--- config.mk ---
export PLATFORM = sky130hd
export DESIGN_NAME = mux_scan_sequencer_flat
export DESIGN_NICKNAME = d
export VERILOG_FILES = /design/src/rtl/mux_pkg.sv /design/src/rtl/mux_scan_sequencer_if.sv /design/src/rtl/mux_next_enabled.sv /design/src/rtl/mux_scan_sequencer.sv /design/src/flat_wrapper.sv
export SDC_FILE = /design/constraint.sdc
export NUM_CORES = 1
export LEC_CHECK = 0
export CAP_MARGIN = 20
export CORE_UTILIZATION = 57
export CTS_CLUSTER_SIZE = 28
export DETAILED_ROUTE_END_ITERATION = 8
export PLACE_DENSITY = 0.84
export SLEW_MARGIN = 25
export SYNTH_ARGS = -nofsm -noshare
export SYNTH_HDL_FRONTEND = slang
export SYNTH_SLANG_ARGS = --single-unit
--- constraint.sdc ---
create_clock -name clk -period 9.6 [get_ports clk]
set_input_delay 1.92 -clock clk [delete_from_list [all_inputs] [get_ports clk]]
set_output_delay 1.92 -clock clk [all_outputs]
set_load 0.02 [all_outputs]
--- src/rtl/mux_pkg.sv ---
// Shared definitions for the scanning channel multiplexer.
//   state_t      : sequencer state encoding
//   MODE_MANUAL  : mode input value selecting direct channel select
//   MODE_SCAN    : mode input value selecting round-robin scanning
package mux_pkg;

  typedef enum logic [1:0] {
    IDLE    = 2'd0,
    MANUAL  = 2'd1,
    SETTLE  = 2'd2,
    PRESENT = 2'd3
  } state_t;

  localparam logic MODE_MANUAL = 1'b0;
  localparam logic MODE_SCAN   = 1'b1;

endpackage

--- src/rtl/mux_scan_sequencer_if.sv ---
// Bus bundle between the channel sources / consumer and the sequencer.
//   din       : flattened channel data, channel k = din[k*WIDTH +: WIDTH]
//   mode      : manual (0) or scan (1)
//   sel_in    : manual channel select
//   en_mask   : per-channel enable
//   dwell     : settle cycles before a scan capture
//   out_ready : consumer ready
//   y/y_sel   : registered sample and the channel it came from
//   y_valid   : y/y_sel valid
//   scan_wrap : one-cycle pulse when the scan wraps around
// master drives the request side, slave is the sequencer.
interface mux_scan_sequencer_if #(
  parameter int WIDTH    = 3,
  parameter int CHANNELS = 8,
  parameter int DWELL_W  = 8
);
  localparam int SEL_W = $clog2(CHANNELS);

  logic [CHANNELS*WIDTH-1:0] din;
  logic                      mode;
  logic [SEL_W-1:0]          sel_in;
  logic [CHANNELS-1:0]       en_mask;
  logic [DWELL_W-1:0]        dwell;
  logic                      out_ready;
  logic [WIDTH-1:0]          y;
  logic [SEL_W-1:0]          y_sel;
  logic                      y_valid;
  logic                      scan_wrap;

  modport master (
    output din, mode, sel_in, en_mask, dwell, out_ready,
    input  y, y_sel, y_valid, scan_wrap
  );

  modport slave (
    input  din, mode, sel_in, en_mask, dwell, out_ready,
    output y, y_sel, y_valid, scan_wrap
  );
endinterface

--- src/rtl/mux_next_enabled.sv ---
// Circular priority search: returns the first set mask bit strictly above
// cur (wrapping through 0). With cur = CHANNELS-1 this yields the lowest
// enabled channel.
//   mask  : channel enables
//   cur   : search start (excluded unless it is the only set bit)
//   nxt   : next enabled index (cur when nothing is enabled)
//   wrap  : nxt <= cur, i.e. the search passed the top of the range
//   found : at least one mask bit set
module mux_next_enabled #(
  parameter int CHANNELS = 8,
  localparam int SEL_W = $clog2(CHANNELS)
) (
  input  logic [CHANNELS-1:0] mask,
  input  logic [SEL_W-1:0]    cur,
  output logic [SEL_W-1:0]    nxt,
  output logic                wrap,
  output logic                found
);

  logic [SEL_W-1:0] k;

  // Walk offsets from farthest to nearest so the nearest hit wins.
  // Offset CHANNELS lands back on cur itself (single-channel case).
  always_comb begin
    nxt   = cur;
    found = 1'b0;
    k     = '0;
    for (int off = CHANNELS; off >= 1; off--) begin
      k = SEL_W'((int'(cur) + off) % CHANNELS);
      if (mask[k]) begin
        nxt   = k;
        found = 1'b1;
      end
    end
    wrap = found && (nxt <= cur);
  end

endmodule

--- src/rtl/mux_scan_sequencer.sv ---
// Registered N-channel multiplexer with manual select and a scanning mode.
// Manual: y follows din[sel_in] with one cycle latency, valid when the
// selected channel is in range and enabled.
// Scan: visits enabled channels in ascending circular order, waits dwell
// cycles on each, captures once and holds the sample on a valid/ready
// handshake until the consumer takes it.
//   clk, rst : clock, asynchronous active-high reset
//   bus      : mux_scan_sequencer_if slave (data, controls, outputs)
module mux_scan_sequencer #(
  parameter int WIDTH    = 3,
  parameter int CHANNELS = 8,
  parameter int DWELL_W  = 8
) (
  input logic                  clk,
  input logic                  rst,
  mux_scan_sequencer_if.slave  bus
);
  import mux_pkg::*;

  localparam int SEL_W = $clog2(CHANNELS);
  localparam logic [SEL_W-1:0] LAST_CH = SEL_W'(CHANNELS - 1);

  logic [CHANNELS-1:0][WIDTH-1:0] ch_data;

  state_t           state, state_n;
  logic [SEL_W-1:0] cur_sel, cur_sel_n;
  logic [DWELL_W-1:0] cnt, cnt_n;
  logic [WIDTH-1:0] y_q, y_n;
  logic [SEL_W-1:0] y_sel_q, y_sel_n;
  logic             y_valid_q, y_valid_n;
  logic             scan_wrap_q, scan_wrap_n;

  logic [SEL_W-1:0] search_from, nxt;
  logic             nxt_wrap, any_en;
  logic             man_ok, abort;
  logic [WIDTH-1:0] man_data;

  assign ch_data = bus.din;

  // One search unit: from the current channel while presenting (next hop),
  // otherwise from the top index, which yields the lowest enabled channel.
  assign search_from = (state == PRESENT) ? cur_sel : LAST_CH;

  mux_next_enabled #(.CHANNELS(CHANNELS)) u_next (
    .mask  (bus.en_mask),
    .cur   (search_from),
    .nxt   (nxt),
    .wrap  (nxt_wrap),
    .found (any_en)
  );

  // Out-of-range selects (non power-of-two CHANNELS) give a clean zero.
  assign man_ok   = (int'(bus.sel_in) < CHANNELS) && bus.en_mask[bus.sel_in];
  assign man_data = man_ok ? ch_data[bus.sel_in] : '0;

  // Scan is dropped on a mode change or when nothing is left enabled.
  assign abort = (bus.mode == MODE_MANUAL) || !any_en;

  always_comb begin
    state_n     = state;
    cur_sel_n   = cur_sel;
    cnt_n       = cnt;
    y_n         = y_q;
    y_sel_n     = y_sel_q;
    y_valid_n   = y_valid_q;
    scan_wrap_n = 1'b0;
    case (state)
      IDLE: begin
        y_valid_n = 1'b0;
        if (bus.mode == MODE_MANUAL) begin
          state_n   = MANUAL;
          y_n       = man_data;
          y_sel_n   = bus.sel_in;
          y_valid_n = man_ok;
        end else if (any_en) begin
          state_n   = SETTLE;
          cur_sel_n = nxt;
          cnt_n     = bus.dwell;
        end
      end
      MANUAL: begin
        if (bus.mode == MODE_SCAN) begin
          state_n   = IDLE;
          y_valid_n = 1'b0;
        end else begin
          y_n       = man_data;
          y_sel_n   = bus.sel_in;
          y_valid_n = man_ok;
        end
      end
      SETTLE: begin
        if (abort) begin
          state_n   = IDLE;
          y_valid_n = 1'b0;
        end else if (cnt != '0) begin
          cnt_n = cnt - 1'b1;
        end else begin
          // Capture even if this channel was disabled during the dwell.
          state_n   = PRESENT;
          y_n       = ch_data[cur_sel];
          y_sel_n   = cur_sel;
          y_valid_n = 1'b1;
        end
      end
      PRESENT: begin
        if (abort) begin
          state_n   = IDLE;
          y_valid_n = 1'b0;
        end else if (y_valid_q && bus.out_ready) begin
          state_n     = SETTLE;
          y_valid_n   = 1'b0;
          cur_sel_n   = nxt;
          cnt_n       = bus.dwell;
          scan_wrap_n = nxt_wrap;
        end
      end
      default: state_n = IDLE;
    endcase
  end

  always_ff @(posedge clk or posedge rst) begin
    if (rst) begin
      state       <= IDLE;
      cur_sel     <= '0;
      cnt         <= '0;
      y_q         <= '0;
      y_sel_q     <= '0;
      y_valid_q   <= 1'b0;
      scan_wrap_q <= 1'b0;
    end else begin
      state       <= state_n;
      cur_sel     <= cur_sel_n;
      cnt         <= cnt_n;
      y_q         <= y_n;
      y_sel_q     <= y_sel_n;
      y_valid_q   <= y_valid_n;
      scan_wrap_q <= scan_wrap_n;
    end
  end

  assign bus.y         = y_q;
  assign bus.y_sel     = y_sel_q;
  assign bus.y_valid   = y_valid_q;
  assign bus.scan_wrap = scan_wrap_q;

endmodule
--- src/flat_wrapper.sv ---
// flat-port wrapper written by rule: the top's interface ports become plain ports
module mux_scan_sequencer_flat import mux_pkg::*;
#(
  parameter int WIDTH    = 3,
  parameter int CHANNELS = 8,
  parameter int DWELL_W  = 8
)
  (clk, rst, bus_din, bus_mode, bus_sel_in, bus_en_mask, bus_dwell, bus_out_ready, bus_y, bus_y_sel, bus_y_valid, bus_scan_wrap);
  mux_scan_sequencer_if #(.WIDTH(WIDTH), .CHANNELS(CHANNELS), .DWELL_W(DWELL_W)) bus_i ();
  input logic clk;
  input logic rst;
  input wire logic [$bits(bus_i.din)-1:0] bus_din;
  input wire logic [$bits(bus_i.mode)-1:0] bus_mode;
  input wire logic [$bits(bus_i.sel_in)-1:0] bus_sel_in;
  input wire logic [$bits(bus_i.en_mask)-1:0] bus_en_mask;
  input wire logic [$bits(bus_i.dwell)-1:0] bus_dwell;
  input wire logic [$bits(bus_i.out_ready)-1:0] bus_out_ready;
  output wire logic [$bits(bus_i.y)-1:0] bus_y;
  output wire logic [$bits(bus_i.y_sel)-1:0] bus_y_sel;
  output wire logic [$bits(bus_i.y_valid)-1:0] bus_y_valid;
  output wire logic [$bits(bus_i.scan_wrap)-1:0] bus_scan_wrap;
  assign bus_i.din = bus_din;
  assign bus_i.mode = bus_mode;
  assign bus_i.sel_in = bus_sel_in;
  assign bus_i.en_mask = bus_en_mask;
  assign bus_i.dwell = bus_dwell;
  assign bus_i.out_ready = bus_out_ready;
  assign bus_y = bus_i.y;
  assign bus_y_sel = bus_i.y_sel;
  assign bus_y_valid = bus_i.y_valid;
  assign bus_scan_wrap = bus_i.scan_wrap;
  mux_scan_sequencer #(.WIDTH(WIDTH), .CHANNELS(CHANNELS), .DWELL_W(DWELL_W)) u_core (.clk(clk), .rst(rst), .bus(bus_i));
endmodule
==> flow_summary.ini, run 1 <==
[detailed_routing]
dr_wl_met2_um = 3420
routed_wire_length_per_instance_um = 17.5
routed-wl-met3_um = 612
routed.top_layer = met4
detailroute.via_count = 2699
drt-initial-drc-count = 190
drt_wl_total_um = 7060
drcViolationCount = 3
first_pass_iters = 7
avgViaCountPerCell = 6.71
wl_met1_um = 3000
drt.antenna.violating_nets = 0

[clock_network]
ctsResizeCount = 0
tritoncts_clock_tree = built
clk_root_buffer_cell = sky130_fd_sc_hd__clkbuf_8
post_cts.repair.setup_buffers = 0
clkSinkCount = 21
h-tree-depth = 1
clk_path_buf_depth = 2
cts_made_buffers = 3
clk-insertion-delay-late_ns = 0.27
cts_hold_buffers = 0
clock_transition_at_path_regs_ns = 0.09

[power_and_ir_drop]
cell_internal_power_w = 0.000299
power.switching_w = 0.000252
p_comb_share_pct = 62.4
power_leakage_nw = 1.23
power_frac_clock_pct = 10.9
powerDensity_nw_per_um2 = 172
sw_frac_of_total_pct = 45.8
vdd.ir_drop.worst_uv = 87.2
power.share.sequential_pct = 26.7

[placement]
routabilityCongestion = 0.949
placed_cell_area_um2 = 3160
dpl.cell_count = 398
io_buffer_count = 54
dpl.hpwl_um = 5490
post-place-ws_ns = 4.27

[finish]
most-common-layout-cells = sky130_fd_sc_hd__clkdlybuf4s50_1, sky130_fd_sc_hd__nor2_1, sky130_fd_sc_hd__nand2_1
drive_gt1_share_pct = 12.3
flow.area_growth_from_synthesis_pct = 16.9
design.final.nets = 403
final_area_um2 = 3210
finish.cell_count_without_fillers = 402
insertedDiodeCount = 0
mostFrequentLayoutCell = sky130_fd_sc_hd__clkdlybuf4s50_1

[run_status]
run_status = finished with violations
failed_checks = DRC

[setup_path]
critical_path_class = in2reg
reg2reg_from = u_core.cur_sel[1]$_DFFE_PP0P_
worst_path_max_delay_cell = sky130_fd_sc_hd__clkdlybuf4s50_1
end_kind = flip-flop
worst-endpoint-arrival_ns = 5.34
worst_setup_path_endpoint = u_core.bus.scan_wrap$_DFF_PP0_
critPathMaxStageDelay_ns = 0.63
rrSetupSlack_ns = 4.77
worstPathCellList = clkdlybuf4s50_1 > and4bb_2 > o21a_1 > nor4_1 > or2_0 > a21o_1 > o311a_2 > xnor2_1 > ha_1 > o21ai_0 > o221a_2 > nor4_1 > o221a_1
worstRegToRegCells = 14
startpoint = bus_en_mask[0]
path_depth = 13
cp_top_family = simple AND/OR/NAND/NOR gates
cp.required_ns = 9.81
cp-start-kind = input port
worst-path-max-fanout = 8
crit_path_buf_inv_count = 1
path_common_cell = sky130_fd_sc_hd__nor4_1
worstReg2RegEnd = u_core.bus.scan_wrap$_DFF_PP0_

[timing]
maxSlewViolCount = 0
final-hold-violation-count = 0
hold-worst-slack_ns = 0.498
fin_crit_sh_pct = 53.4
tns_ns = 0
grt_setup_unrepaired = no
setup-violations-final = 0
tightestPinTransition_ns = 0.993
maxClockFrequency_mhz = 195
fin_worst_skew_ns = 0.0125
maxSlewHeadroom_pct = 33.8
worst_slack_ns = 4.47
timing.final.crit_period_ns = 5.13

[global_route]
grt_util_all_layers_pct = 28.6
grt_pass1_wl_um = 11500
antenna_found_initial = 0
maximum_number_of_pins_on_one_net_before_global_route_repair = 32
grt_pass1_vias = 2489
globalRouteOverflowTotal = 0

[synth]
synthDominantAreaCellType = sky130_fd_sc_hd__dfrtp_1
postSynthRegisterBits = 21
synth.avg_cell_area_um2 = 8.58
synth-warning-count = 0
yosysTopAreaCellShare_pct = 19.1
syn-instance-count = 320
synth.top_cells.by_area = sky130_fd_sc_hd__dfrtp_1, sky130_fd_sc_hd__mux4_2, sky130_fd_sc_hd__mux2i_1
synth-edff-count = 0
ys_async_sr_fraction_pct = 100
synth_nets = 372
synth_cell_types = 76
ys.flop_type = sky130_fd_sc_hd__dfrtp_1
synth.yosys.seq_area_share_pct = 19.1
post_synth_instance_area_um2 = 2750

[floorplanning]
floorplan.die.width_um = 71.4
dieArea_um2 = 5100
rows = 24
floorplan.initialDensity_pct = 60.9
core_area_um2 = 4500
boundaryPins = 55
fp.dieH_um = 71.4

[job]
timing.max_cap.violations = 0

[worst_hold_path]
worstHoldPathType = reg2reg
[final cells by class]
| class | instances | area (um2) |
|---|---|---|
| clock buffer | 3 | 41.3 |
| inverter | 12 | 46.3 |
| timing repair buffer | 55 | 548 |
| multi-input combinational | 258 | 1980 |
| clock inverter | 1 | 5.00 |
| fill | 358 | 1300 |
| sequential | 21 | 526 |
| tap | 52 | 65.1 |
[cells in the mapped netlist (3+ instances only)]
| library cell | count |
|---|---|
| sky130_fd_sc_hd__a211oi_1 | 3 |
| sky130_fd_sc_hd__nor3_1 | 8 |
| sky130_fd_sc_hd__mux2_2 | 4 |
| sky130_fd_sc_hd__nor2_1 | 30 |
| sky130_fd_sc_hd__o22ai_1 | 6 |
| sky130_fd_sc_hd__mux4_2 | 17 |
| sky130_fd_sc_hd__or3_1 | 3 |
| sky130_fd_sc_hd__a31oi_1 | 9 |
| sky130_fd_sc_hd__a21o_1 | 3 |
| sky130_fd_sc_hd__a22oi_1 | 3 |
| sky130_fd_sc_hd__o21ai_1 | 7 |
| sky130_fd_sc_hd__nand2b_1 | 3 |
| sky130_fd_sc_hd__dfrtp_1 | 21 |
| sky130_fd_sc_hd__nor3b_1 | 3 |
| sky130_fd_sc_hd__clkbuf_1 | 12 |
| sky130_fd_sc_hd__buf_2 | 3 |
| sky130_fd_sc_hd__nand2_1 | 29 |
| sky130_fd_sc_hd__inv_1 | 9 |
| sky130_fd_sc_hd__nor4_1 | 7 |
| sky130_fd_sc_hd__buf_6 | 10 |
| sky130_fd_sc_hd__nand3_1 | 8 |
| sky130_fd_sc_hd__a21oi_1 | 20 |
| sky130_fd_sc_hd__mux2i_1 | 14 |
| sky130_fd_sc_hd__nor2b_1 | 4 |
| sky130_fd_sc_hd__ha_1 | 5 |
| sky130_fd_sc_hd__o21ai_0 | 16 |
| sky130_fd_sc_hd__o31ai_1 | 3 |
[how the worst min path moves through the flow]
stage	to	from	slack (ns)	cells past startpoint
final	u_core.cnt[1]$_DFFE_PP0P_	u_core.cnt[1]$_DFFE_PP0P_	0.50	2
after global routing	u_core.cnt[1]$_DFFE_PP0P_	u_core.cnt[1]$_DFFE_PP0P_	0.51	2
after CTS	u_core.cnt[1]$_DFFE_PP0P_	u_core.cnt[1]$_DFFE_PP0P_	0.50	2
after detailed placement	u_core.cnt[1]$_DFFE_PP0P_	u_core.cnt[1]$_DFFE_PP0P_	0.49	2
after global placement	u_core.cnt[1]$_DFFE_PP0P_	u_core.cnt[1]$_DFFE_PP0P_	0.47	2
after floorplan	u_core.cnt[1]$_DFFE_PP0P_	u_core.cnt[1]$_DFFE_PP0P_	0.45	2
[metal layers]
metal	GRT usage [%]	vias up
li1	-	1284
met1	38.9	1296
met2	46.8	117
met3	6.75	2
met4	5.78	0
met5	0	-
[through the flow]
stage	total power [W]	util, %
2_1_floorplan	0.000415	-
3_3_place_gp	0.000481	70.2
3_5_place_dp	0.000487	70.2
4_1_cts	0.000547	71.2
5_1_grt	0.000590	71.2
6_report	0.000551	71.2
[power groups by stage]
stage	Combinational (W)	Clock (W)	Sequential, W
detailed placement	0.000339	0	0.000148
finish	0.000344	0.0000601	0.000147
floorplan	0.000281	0	0.000135
CTS	0.000341	0.0000595	0.000146
global route	0.000375	0.0000631	0.000152
global placement	0.000334	0	0.000148
[sequential cells by signal (all words and copies together), names as in the netlist]
signal and flops:
u_core.bus.y 3, u_core.bus.y_valid 1, u_core.bus.y_sel 3, u_core.cnt 8
u_core.cur_sel 3, u_core.state 2, u_core.bus.scan_wrap 1
[worst reg2reg max path, cell delays in order, from the launching register on]
cell and delay [ns]:
sky130_fd_sc_hd__dfrtp_1 0.96, sky130_fd_sc_hd__and3b_2 0.37, sky130_fd_sc_hd__inv_2 0.17, sky130_fd_sc_hd__ha_1 0.55, sky130_fd_sc_hd__mux2i_1 0.15, sky130_fd_sc_hd__a311oi_1 0.47, sky130_fd_sc_hd__a32o_1 0.34, sky130_fd_sc_hd__a21oi_1 0.07
sky130_fd_sc_hd__o311a_2 0.41, sky130_fd_sc_hd__xnor2_1 0.14, sky130_fd_sc_hd__ha_1 0.33, sky130_fd_sc_hd__o21ai_0 0.12, sky130_fd_sc_hd__o221a_2 0.27, sky130_fd_sc_hd__nor4_1 0.22, sky130_fd_sc_hd__o221a_1 0.21
[logic make-up after synthesis]
logic type,Yosys count,share of synthesized area (%)
simple gates,116,21.6
compound gates,98,24.8
buf+inv,41,8.84
mux,35,20.7
flops,21,19.1
fa+ha+maj,5,2.28
xor+xnor,4,2.64
(Power assumes the default switching activity.)
==> inputs of run 2 (changes only) <==
- CORE_UTILIZATION: 57 -> 48
- PLACE_DENSITY: 0.84 -> 0.75
- clock period: 9.6 -> 4.4 ns (I/O delays scaled with it)
==> flow_summary.ini, run 2 (same netlist as run 1, synthesis figures left out) <==
[setup_path]
cp.required_ns = 4.60
worstRegToRegCells = 14
reg2reg_from = u_core.state[1]$_DFFE_PP0P_
worst-path-max-fanout = 9
end_kind = flip-flop
critical_path_class = in2reg
rrSetupSlack_ns = 0.45
cp-start-kind = input port
worst-endpoint-arrival_ns = 4.19
worstReg2RegEnd = u_core.bus.scan_wrap$_DFF_PP0_

[floorplanning]
rows = 27
floorplan.initialDensity_pct = 49.9
dieArea_um2 = 6030
fp.dieH_um = 77.6
core_area_um2 = 5510
floorplan.die.width_um = 77.6
boundaryPins = 55

[timing]
maxClockFrequency_mhz = 251
final-hold-violation-count = 0
tightestPinTransition_ns = 0.929
tns_ns = 0
maxSlewViolCount = 0
grt_setup_unrepaired = no
worst_slack_ns = 0.416
timing.final.crit_period_ns = 3.98
maxSlewHeadroom_pct = 38.1
fin_crit_sh_pct = 90.6
setup-violations-final = 0
fin_worst_skew_ns = 0.00760

[power_and_ir_drop]
vdd.ir_drop.worst_uv = 180
power_leakage_nw = 1.27
power.switching_w = 0.000559
sw_frac_of_total_pct = 45.6
power_frac_clock_pct = 10.5
power.share.sequential_pct = 23.9
p_comb_share_pct = 65.6
cell_internal_power_w = 0.000667
powerDensity_nw_per_um2 = 371

[clock_network]
post_cts.repair.setup_buffers = 0
h-tree-depth = 1
clk_root_buffer_cell = sky130_fd_sc_hd__clkbuf_8
cts_made_buffers = 3
clk_path_buf_depth = 2
clk-insertion-delay-late_ns = 0.27
tritoncts_clock_tree = built
clock_transition_at_path_regs_ns = 0.08
clkSinkCount = 21

[finish]
most-common-layout-cells = sky130_fd_sc_hd__clkdlybuf4s50_1, sky130_fd_sc_hd__nor2_1, sky130_fd_sc_hd__nand2_1
mostFrequentLayoutCell = sky130_fd_sc_hd__clkdlybuf4s50_1
drive_gt1_share_pct = 14.8
largest_register_ff_count = 8
final_area_um2 = 3300
area.sequential_um2 = 526
multi_input_gate_area_in_the_final_layout_um2 = 1980
design.final.nets = 412
largest-register = u_core.cnt
insertedDiodeCount = 0
filler_cell_count = 505
finish.cell_count_without_fillers = 431
flow.area_growth_from_synthesis_pct = 20.3

[detailed_routing]
drcViolationCount = 0
detailroute.via_count = 2696
routed_wire_length_per_instance_um = 17.0
first_pass_iters = 4
drt.antenna.violating_nets = 0
drt_wl_total_um = 7330
avgViaCountPerCell = 6.26
drt-initial-drc-count = 153

[global_route]
grt_pass1_vias = 2529
grt_pass1_wl_um = 12200
grt_util_all_layers_pct = 25.4
antenna_found_initial = 0
globalRouteOverflowTotal = 0
maximum_number_of_pins_on_one_net_before_global_route_repair = 31

[placement]
dpl.cell_count = 427
dpl.hpwl_um = 5670
post-place-ws_ns = 0.199
routabilityCongestion = 1.02
placed_cell_area_um2 = 3250
io_buffer_count = 54

[worst_hold_path]
worst_hold_path.num_cells = 2
worstHoldPathType = reg2reg
hold_path_end = u_core.cnt[1]$_DFFE_PP0P_
hp-start = u_core.cnt[1]$_DFFE_PP0P_

[run_status]
run_status = finished, final reports clean

[job]
timing.max_cap.violations = 0
==> run 2: worst max-delay path, stage by stage <==
cell and delay [ns]:
sky130_fd_sc_hd__clkdlybuf4s50_1 0.63, sky130_fd_sc_hd__nand2b_1 0.17, sky130_fd_sc_hd__nor2_1 0.04, sky130_fd_sc_hd__a311oi_1 0.38, sky130_fd_sc_hd__a32o_1 0.33, sky130_fd_sc_hd__a21oi_1 0.06
sky130_fd_sc_hd__o311a_2 0.41, sky130_fd_sc_hd__xnor2_1 0.14, sky130_fd_sc_hd__ha_1 0.33, sky130_fd_sc_hd__o21ai_0 0.11, sky130_fd_sc_hd__o221a_2 0.25, sky130_fd_sc_hd__nor4_1 0.23
sky130_fd_sc_hd__o221a_1 0.21
==> run 2: layout make-up <==
cell class / count / area share (%)
Tap cell: 72 / 2.73
Sequential cell: 21 / 15.9
Timing Repair Buffer: 64 / 18.6
Clock inverter: 1 / 0.152
Inverter: 12 / 1.40
Multi-Input combinational cell: 258 / 59.9
Clock buffer: 3 / 1.25
==> run 2: repair_timing <==
item                                    CTS  global route
gates resized for setup                   0             1
hold buffers                              0             0
endpoints found under the setup margin    0             1
==> run 2: worst max path at each step <==
| stage | slack (ns) | start | depth (start not counted) | endpoint |
|---|---|---|---|---|
| 2_1_floorplan | 0.65 | u_core.state[0]$_DFFE_PP0P_ | 18 | u_core.bus.scan_wrap$_DFF_PP0_ |
| 3_3_place_gp | 0.27 | bus_en_mask[0] | 13 | u_core.bus.scan_wrap$_DFF_PP0_ |
| 3_5_place_dp | 0.20 | bus_en_mask[4] | 13 | u_core.bus.scan_wrap$_DFF_PP0_ |
| 4_1_cts | 0.30 | u_core.state[1]$_DFFE_PP0P_ | 14 | u_core.bus.scan_wrap$_DFF_PP0_ |
| 5_1_grt | 0.14 | bus_en_mask[0] | 13 | u_core.bus.scan_wrap$_DFF_PP0_ |
| 6_report | 0.42 | bus_en_mask[4] | 13 | u_core.bus.scan_wrap$_DFF_PP0_ |
==> run 2: power by group through the flow <==
stage / clock network (W) / logic [W] / registers, W
final: 0.000129 / 0.000804 / 0.000293
after global routing: 0.000138 / 0.000878 / 0.000301
after CTS: 0.000133 / 0.000795 / 0.000291
after detailed placement: 0 / 0.000792 / 0.000295
after global placement: 0 / 0.000781 / 0.000294
after floorplan: 0 / 0.000612 / 0.000294
==> run 2: per-stage QoR <==
step | hold slack [ns] | util, % | power (W)
finish | 0.492 | 60.0 | 0.00123
global route | 0.521 | 60.0 | 0.00132
CTS | 0.499 | 59.9 | 0.00122
detailed placement | 0.480 | 59.1 | 0.00109
global placement | 0.471 | 59.1 | 0.00108
floorplan | 0.454 | - | 0.000906
==> run 2: routing by layer <==
metal	track usage (%)	vias to the layer above	part of all wire, %
li1	-	1301	-
met1	35.2	1298	45
met2	41.5	91	47
met3	3.18	6	6.4
met4	7.55	0	1.2
met5	0	-	0
==> RTL edit 1, RTL diff (settings of run 2) <==
`CHANNELS` is set to 8 in 4 places; all go to 16.
--- a/src/rtl/mux_scan_sequencer_if.sv
+++ b/src/rtl/mux_scan_sequencer_if.sv
@@ -12,5 +12,5 @@
 interface mux_scan_sequencer_if #(
   parameter int WIDTH    = 3,
-  parameter int CHANNELS = 8,
+  parameter int CHANNELS = 16,
   parameter int DWELL_W  = 8
 );
--- a/src/rtl/mux_next_enabled.sv
+++ b/src/rtl/mux_next_enabled.sv
@@ -8,5 +8,5 @@
 //   found : at least one mask bit set
 module mux_next_enabled #(
-  parameter int CHANNELS = 8,
+  parameter int CHANNELS = 16,
   localparam int SEL_W = $clog2(CHANNELS)
 ) (
--- a/src/rtl/mux_scan_sequencer.sv
+++ b/src/rtl/mux_scan_sequencer.sv
@@ -9,5 +9,5 @@
 module mux_scan_sequencer #(
   parameter int WIDTH    = 3,
-  parameter int CHANNELS = 8,
+  parameter int CHANNELS = 16,
   parameter int DWELL_W  = 8
 ) (
--- a/src/flat_wrapper.sv
+++ b/src/flat_wrapper.sv
@@ -3,5 +3,5 @@
 #(
   parameter int WIDTH    = 3,
-  parameter int CHANNELS = 8,
+  parameter int CHANNELS = 16,
   parameter int DWELL_W  = 8
 )
Interface: changed (resized bus_din, bus_en_mask, bus_sel_in and bus_y_sel); port bits go from 55 to 89. The function was not compared with the original's and may differ.
==> RTL edit 1 against run 2 <==
Total power up 79%. Non-clock buffer count up 81. Sequential share of layout area down 5.6 points. Register-to-register slack worse by 0.22 ns. Area after synthesis up 55%. Final area up 70%. Worst setup slack worse by 0.19 ns. Wire length up 92%. Critical path type is now reg2reg. Sequential cell count up 2.
==> RTL edit 1: results (changes against run 2) <==
grt_max_degree: 24  # was 31
io_buffers: 88  # was 54
slowest_delay_ns: 0.48  # was 0.63 ns
fin_skew_ns: 0.00738  # was 0.00760 ns
firstDrtPassIters: 7  # was 4
drt-initial-drc-count: 346  # was 153
wl_per_cell_um: 20.8  # was 17.0 µm
outcome: "complete, no violations"  # unchanged
ys_top_cells_by_count: "mux2i_1, mux4_2, o21ai_0, nor2_1, a21oi_1"  # was nor2_1, nand2_1, dfrtp_1, a21oi_1, mux4_2
place_congestion: 1.09  # was 1.02
grt_pass1_vias: 4415  # was 2,529
synth_fp_nets: 545  # was 372
grt_antenna_before_repair: 1  # was 0
crit_arrival_ns: 4.38  # was 4.19 ns
hpwl_um: 11600  # was 5670 µm
vdd_ir_drop_max_uv: 169  # was 180 µV
synth_compound_area_share_pct: 21.5  # was 24.8%
nFillCells: 710  # was 505
hold-worst-slack_ns: 0.486  # was 0.492 ns
grt_pass1_wl_um: 22400  # was 12,200 µm
layout.nets: 662  # was 412
power.leakage_nw: 2.28  # was 1.27 nW
worst_slew_pin_slew_ns: 0.880  # was 0.929 ns
seq_area_frac_synth_pct: 13.5  # was 19.1%
drive_gt1_share_pct: 25.4  # was 14.8%
largest_register_ffs: 8  # unchanged
synthAdderAreaFrac_pct: 2.94  # was 2.28%
critical-path-slowest-cell: "dfrtp_2"  # was clkdlybuf4s50_1
## RTL edit 1: cell count changes after synthesis, moves of 6 or more
| cell | change |
|---|---|
| mux2i_1 | +41 |
| buf_2 | +10 |
| mux2_2 | +7 |
| a211oi_1 | +7 |
| a21oi_1 | +11 |
| mux4_2 | +29 |
| o21ai_0 | +19 |
| buf_6 | -9 |
| nor3_1 | +6 |
## RTL edit 1: metal layers
metal | share of wire, % | global-route usage, % | wire [µm] | up-vias
met5 | 0.085 | 0 | 12 | -
met4 | 3.4 | 13.2 | 481 | 2
met3 | 6.5 | 2.76 | 916 | 40
met2 | 50 | 55.3 | 7070 | 231
met1 | 40 | 40.4 | 5610 | 2187
li1 | - | - | - | 2030
## RTL edit 1: stage by stage
stage	instances	setup slack, ns	instance area, µm²
global placement	670	0.102	5520
detailed placement	670	-0.00571	5520
CTS	674	0.00667	5570
finish	676	0.227	5610
floorplan	455	0.309	4250
global route	676	0.00782	5610
## RTL edit 1: logic make-up (layout without fill, tap and decap cells)
family	after synthesis	in the layout
AOI/OAI and AO/OA	136	136
and+or+nand+nor	115	115
xor gates and xnor gates	8	8
muxes	115	115
adders and majority gates	10	10
buffers and inverters	48	164
DFF	23	23
## RTL edit 1: worst paths after layout
path | startpoint | to | depth (start not counted)
max in group asynchronous | rst | u_core.state[0]$_DFFE_PP0P_ | 2
min | u_core.bus.y_sel[2]$_DFFE_PP0P_ | u_core.bus.y_sel[2]$_DFFE_PP0P_ | 2
max reg2reg | u_core.state[1]$_DFFE_PP0P_ | u_core.bus.scan_wrap$_DFF_PP0_ | 18
max | u_core.state[1]$_DFFE_PP0P_ | u_core.bus.scan_wrap$_DFF_PP0_ | 18
min reg2reg | u_core.bus.y_sel[2]$_DFFE_PP0P_ | u_core.bus.y_sel[2]$_DFFE_PP0P_ | 2
min in group asynchronous | rst | u_core.cur_sel[3]$_DFFE_PP0P_ | 2
## RTL edit 1: where the power goes
| part | switching [mW] | total (mW) | internal, mW |
|---|---|---|---|
| combinational | 0.893 | 1.75 | 0.852 |
| clock | 0.0671 | 0.130 | 0.0631 |
| sequential | 0.0547 | 0.323 | 0.268 |
## RTL edit 1: area by class of cell
cell class                      count  share of cell area, %
Clock buffer                        3                  0.736
Clock inverter                      1                 0.0892
Inverter                           15                   1.00
Multi-Input combinational cell    384                   61.9
Sequential cell                    23                   10.3
Tap cell                          105                   2.34
Timing Repair Buffer              145                   23.6
## RTL edit 1: timing repair
| action | in CTS | in global routing |
|---|---|---|
| endpoints found under the setup margin | 0 | 8 |
| setup buffers | 0 | 1 |
| gates resized for setup | 0 | 12 |
==> RTL edit 2, RTL diff (settings of run 2) <==
Without the edit above. Make the reset (`rst`) synchronous in one clocked block. Comments in the files are not updated.
--- a/src/rtl/mux_scan_sequencer.sv
+++ b/src/rtl/mux_scan_sequencer.sv
@@ -119,5 +119,5 @@
   end
 
-  always_ff @(posedge clk or posedge rst) begin
+  always_ff @(posedge clk) begin
     if (rst) begin
       state       <= IDLE;
Function: differs if rst is asserted again (counterexample within 4 cycles, from zero or initial values and one cycle with rst high); with rst held inactive, the same outputs for 4 cycles.
==> RTL edit 2 against run 2 <==
Worst setup slack better by 0.24 ns. Final area is 1.2% higher. Final cell count up 0.93%. Critical path type unchanged. Sequential cell count is the same. Wire length up 3.9%. Highest routed layer unchanged. Area after synthesis down 1.4%. Count of clock-buffer cells in the layout increased by 1. First-iteration DRC count grew 99%.
Power is not compared: it rests on default switching activity, and its combinational part moved more than twofold at a synthesized area within 25%.
==> RTL edit 2: results (changes against run 2) <==
seq_area_frac_synth_pct: 15.5  # was 19.1%
dp_slack_ns: 0.368  # was 0.199 ns
max-clock-path-buffers: 2  # unchanged
hold_class: "reg2reg"  # unchanged
layout.nets: 419  # was 412
grt_pass1_vias: 2591  # was 2,529
clockRootBuffer: "clkbuf_8"  # unchanged
io_buffers: 54  # unchanged
top_register: "u_core.cnt"  # unchanged
critical-path-slowest-cell: "clkdlybuf4s50_1"  # unchanged
grt_pass1_wl_um: 12300  # was 12,200 µm
ys_top_cells_by_count: "nand2_1, nor2_1, a21oi_1, dfxtp_1, clkbuf_1"  # was nor2_1, nand2_1, dfrtp_1, a21oi_1, mux4_2
place_inst: 431  # was 427
fin_skew_ns: 0.00560  # was 0.00760 ns
avgSynthCellArea_um2: 8.41  # was 8.58 µm²
ys_warn_count: 0  # unchanged
wl_per_cell_um: 17.5  # was 17.0 µm
r2r_setup_slack_ns: 0.70  # was 0.45 ns
cp_top_family: "simple AND/OR/NAND/NOR gates"  # was compound AO/OA/AOI/OAI gates
synth_fp_nets: 375  # was 372
async_flop_share_pct: 0  # was 100%
grt_antenna_before_repair: 0  # unchanged
htreeDepth: 1  # unchanged
clkSlewWorstSetupHoldPaths_ns: 0.08  # about the same
crit_arrival_ns: 3.92  # was 4.19 ns
cts_resized: 0  # unchanged
hold-worst-slack_ns: 0.484  # was 0.492 ns
numCtsBuffers: 3  # unchanged
place_congestion: 0.936  # was 1.02
outcome: "complete, no violations"  # unchanged
drt-total-wl_um: 7610  # was 7330 µm
grt_max_degree: 26  # was 31
slowest_delay_ns: 0.61  # was 0.63 ns
drive_gt1_share_pct: 14.5  # was 14.8%
grtUsageTotal_pct: 25.6  # was 25.4%
synth.distinct_cells: 71  # was 76
drt-initial-drc-count: 304  # was 153
vdd_ir_drop_max_uv: 160
hpwl_um: 5860  # was 5670 µm
synthTopCellsByArea: "dfxtp_1, mux4_2, mux2i_1, a21oi_1, nand2_1"  # was dfrtp_1, mux4_2, mux2i_1, buf_6, nor2_1
firstDrtPassIters: 5  # was 4
power.leakage_nw: 1.26
viasPerCell: 6.52  # was 6.26
worstSkewPairLatency_ns: 0.26
crit_fanout: 8  # was 9
dominantRegCellSynth: "dfxtp_1"  # was dfrtp_1
worst_slew_pin_slew_ns: 0.874  # was 0.929 ns
period_share_pct: 85.1  # was 90.6%
largest_register_ffs: 8  # unchanged
cts_setup_buffers: 0  # unchanged
dpl-instance-area_mm2: 0.00330  # was 0.00325 mm²
finalSetupViolations: 0  # unchanged
diodes: 0  # unchanged
-- RTL edit 2: cell count changes after synthesis, moves of 7 or more --
cell,before,now
dfrtp_1,21,0
dfxtp_1,0,21
nor2_1,30,22
clkbuf_1,12,19
-- RTL edit 2: path summary, 6_finish.rpt --
| check | startpoint | end | depth (start not counted) |
|---|---|---|---|
| max | bus_en_mask[2] | u_core.bus.scan_wrap$_SDFF_PP0_ | 12 |
| min | u_core.cnt[6]$_SDFFE_PP0P_ | u_core.cnt[6]$_SDFFE_PP0P_ | 2 |
| max reg2reg | u_core.state[1]$_SDFFE_PP0P_ | u_core.bus.scan_wrap$_SDFF_PP0_ | 14 |
| min reg2reg | u_core.cnt[6]$_SDFFE_PP0P_ | u_core.cnt[6]$_SDFFE_PP0P_ | 2 |
-- RTL edit 2: power breakdown --
part	internal [mW]	leakage [nW]	switching [mW]
registers	0.206	0.173	0.0134
clock network	0.0646	0.0228	0.0629
logic	0.165	1.07	0.165
-- RTL edit 2: area by class of cell --
| type | instances | area (µm²) |
|---|---|---|
| sequential | 21 | 420 |
| fill | 475 | 1930 |
| inverter | 11 | 41.3 |
| timing repair buffer | 68 | 646 |
| clock buffer | 4 | 45.0 |
| multi-input combinational | 261 | 2100 |
| tap | 70 | 87.6 |
-- RTL edit 2: kinds of logic (layout without fill, tap and decap cells) --
kind of cell	count (synthesis)	after routing	synth area share (%)
compound gates	106	106	29.3
simple gates	106	106	20.9
buf+inv	40	83	6.79
mux	39	39	23.1
flops	21	21	15.5
fa+ha+maj	6	6	2.77
xor+xnor	4	4	1.57
-- RTL edit 2: layer usage --
metal / wire length (µm) / vias up / global-route usage, %
met3: 557 / 12 / 3.93
met2: 3640 / 128 / 42.6
li1: - / 1349 / -
met4: 98 / 0 / 6.60
met1: 3310 / 1347 / 34.4
met5: 0 / - / 0
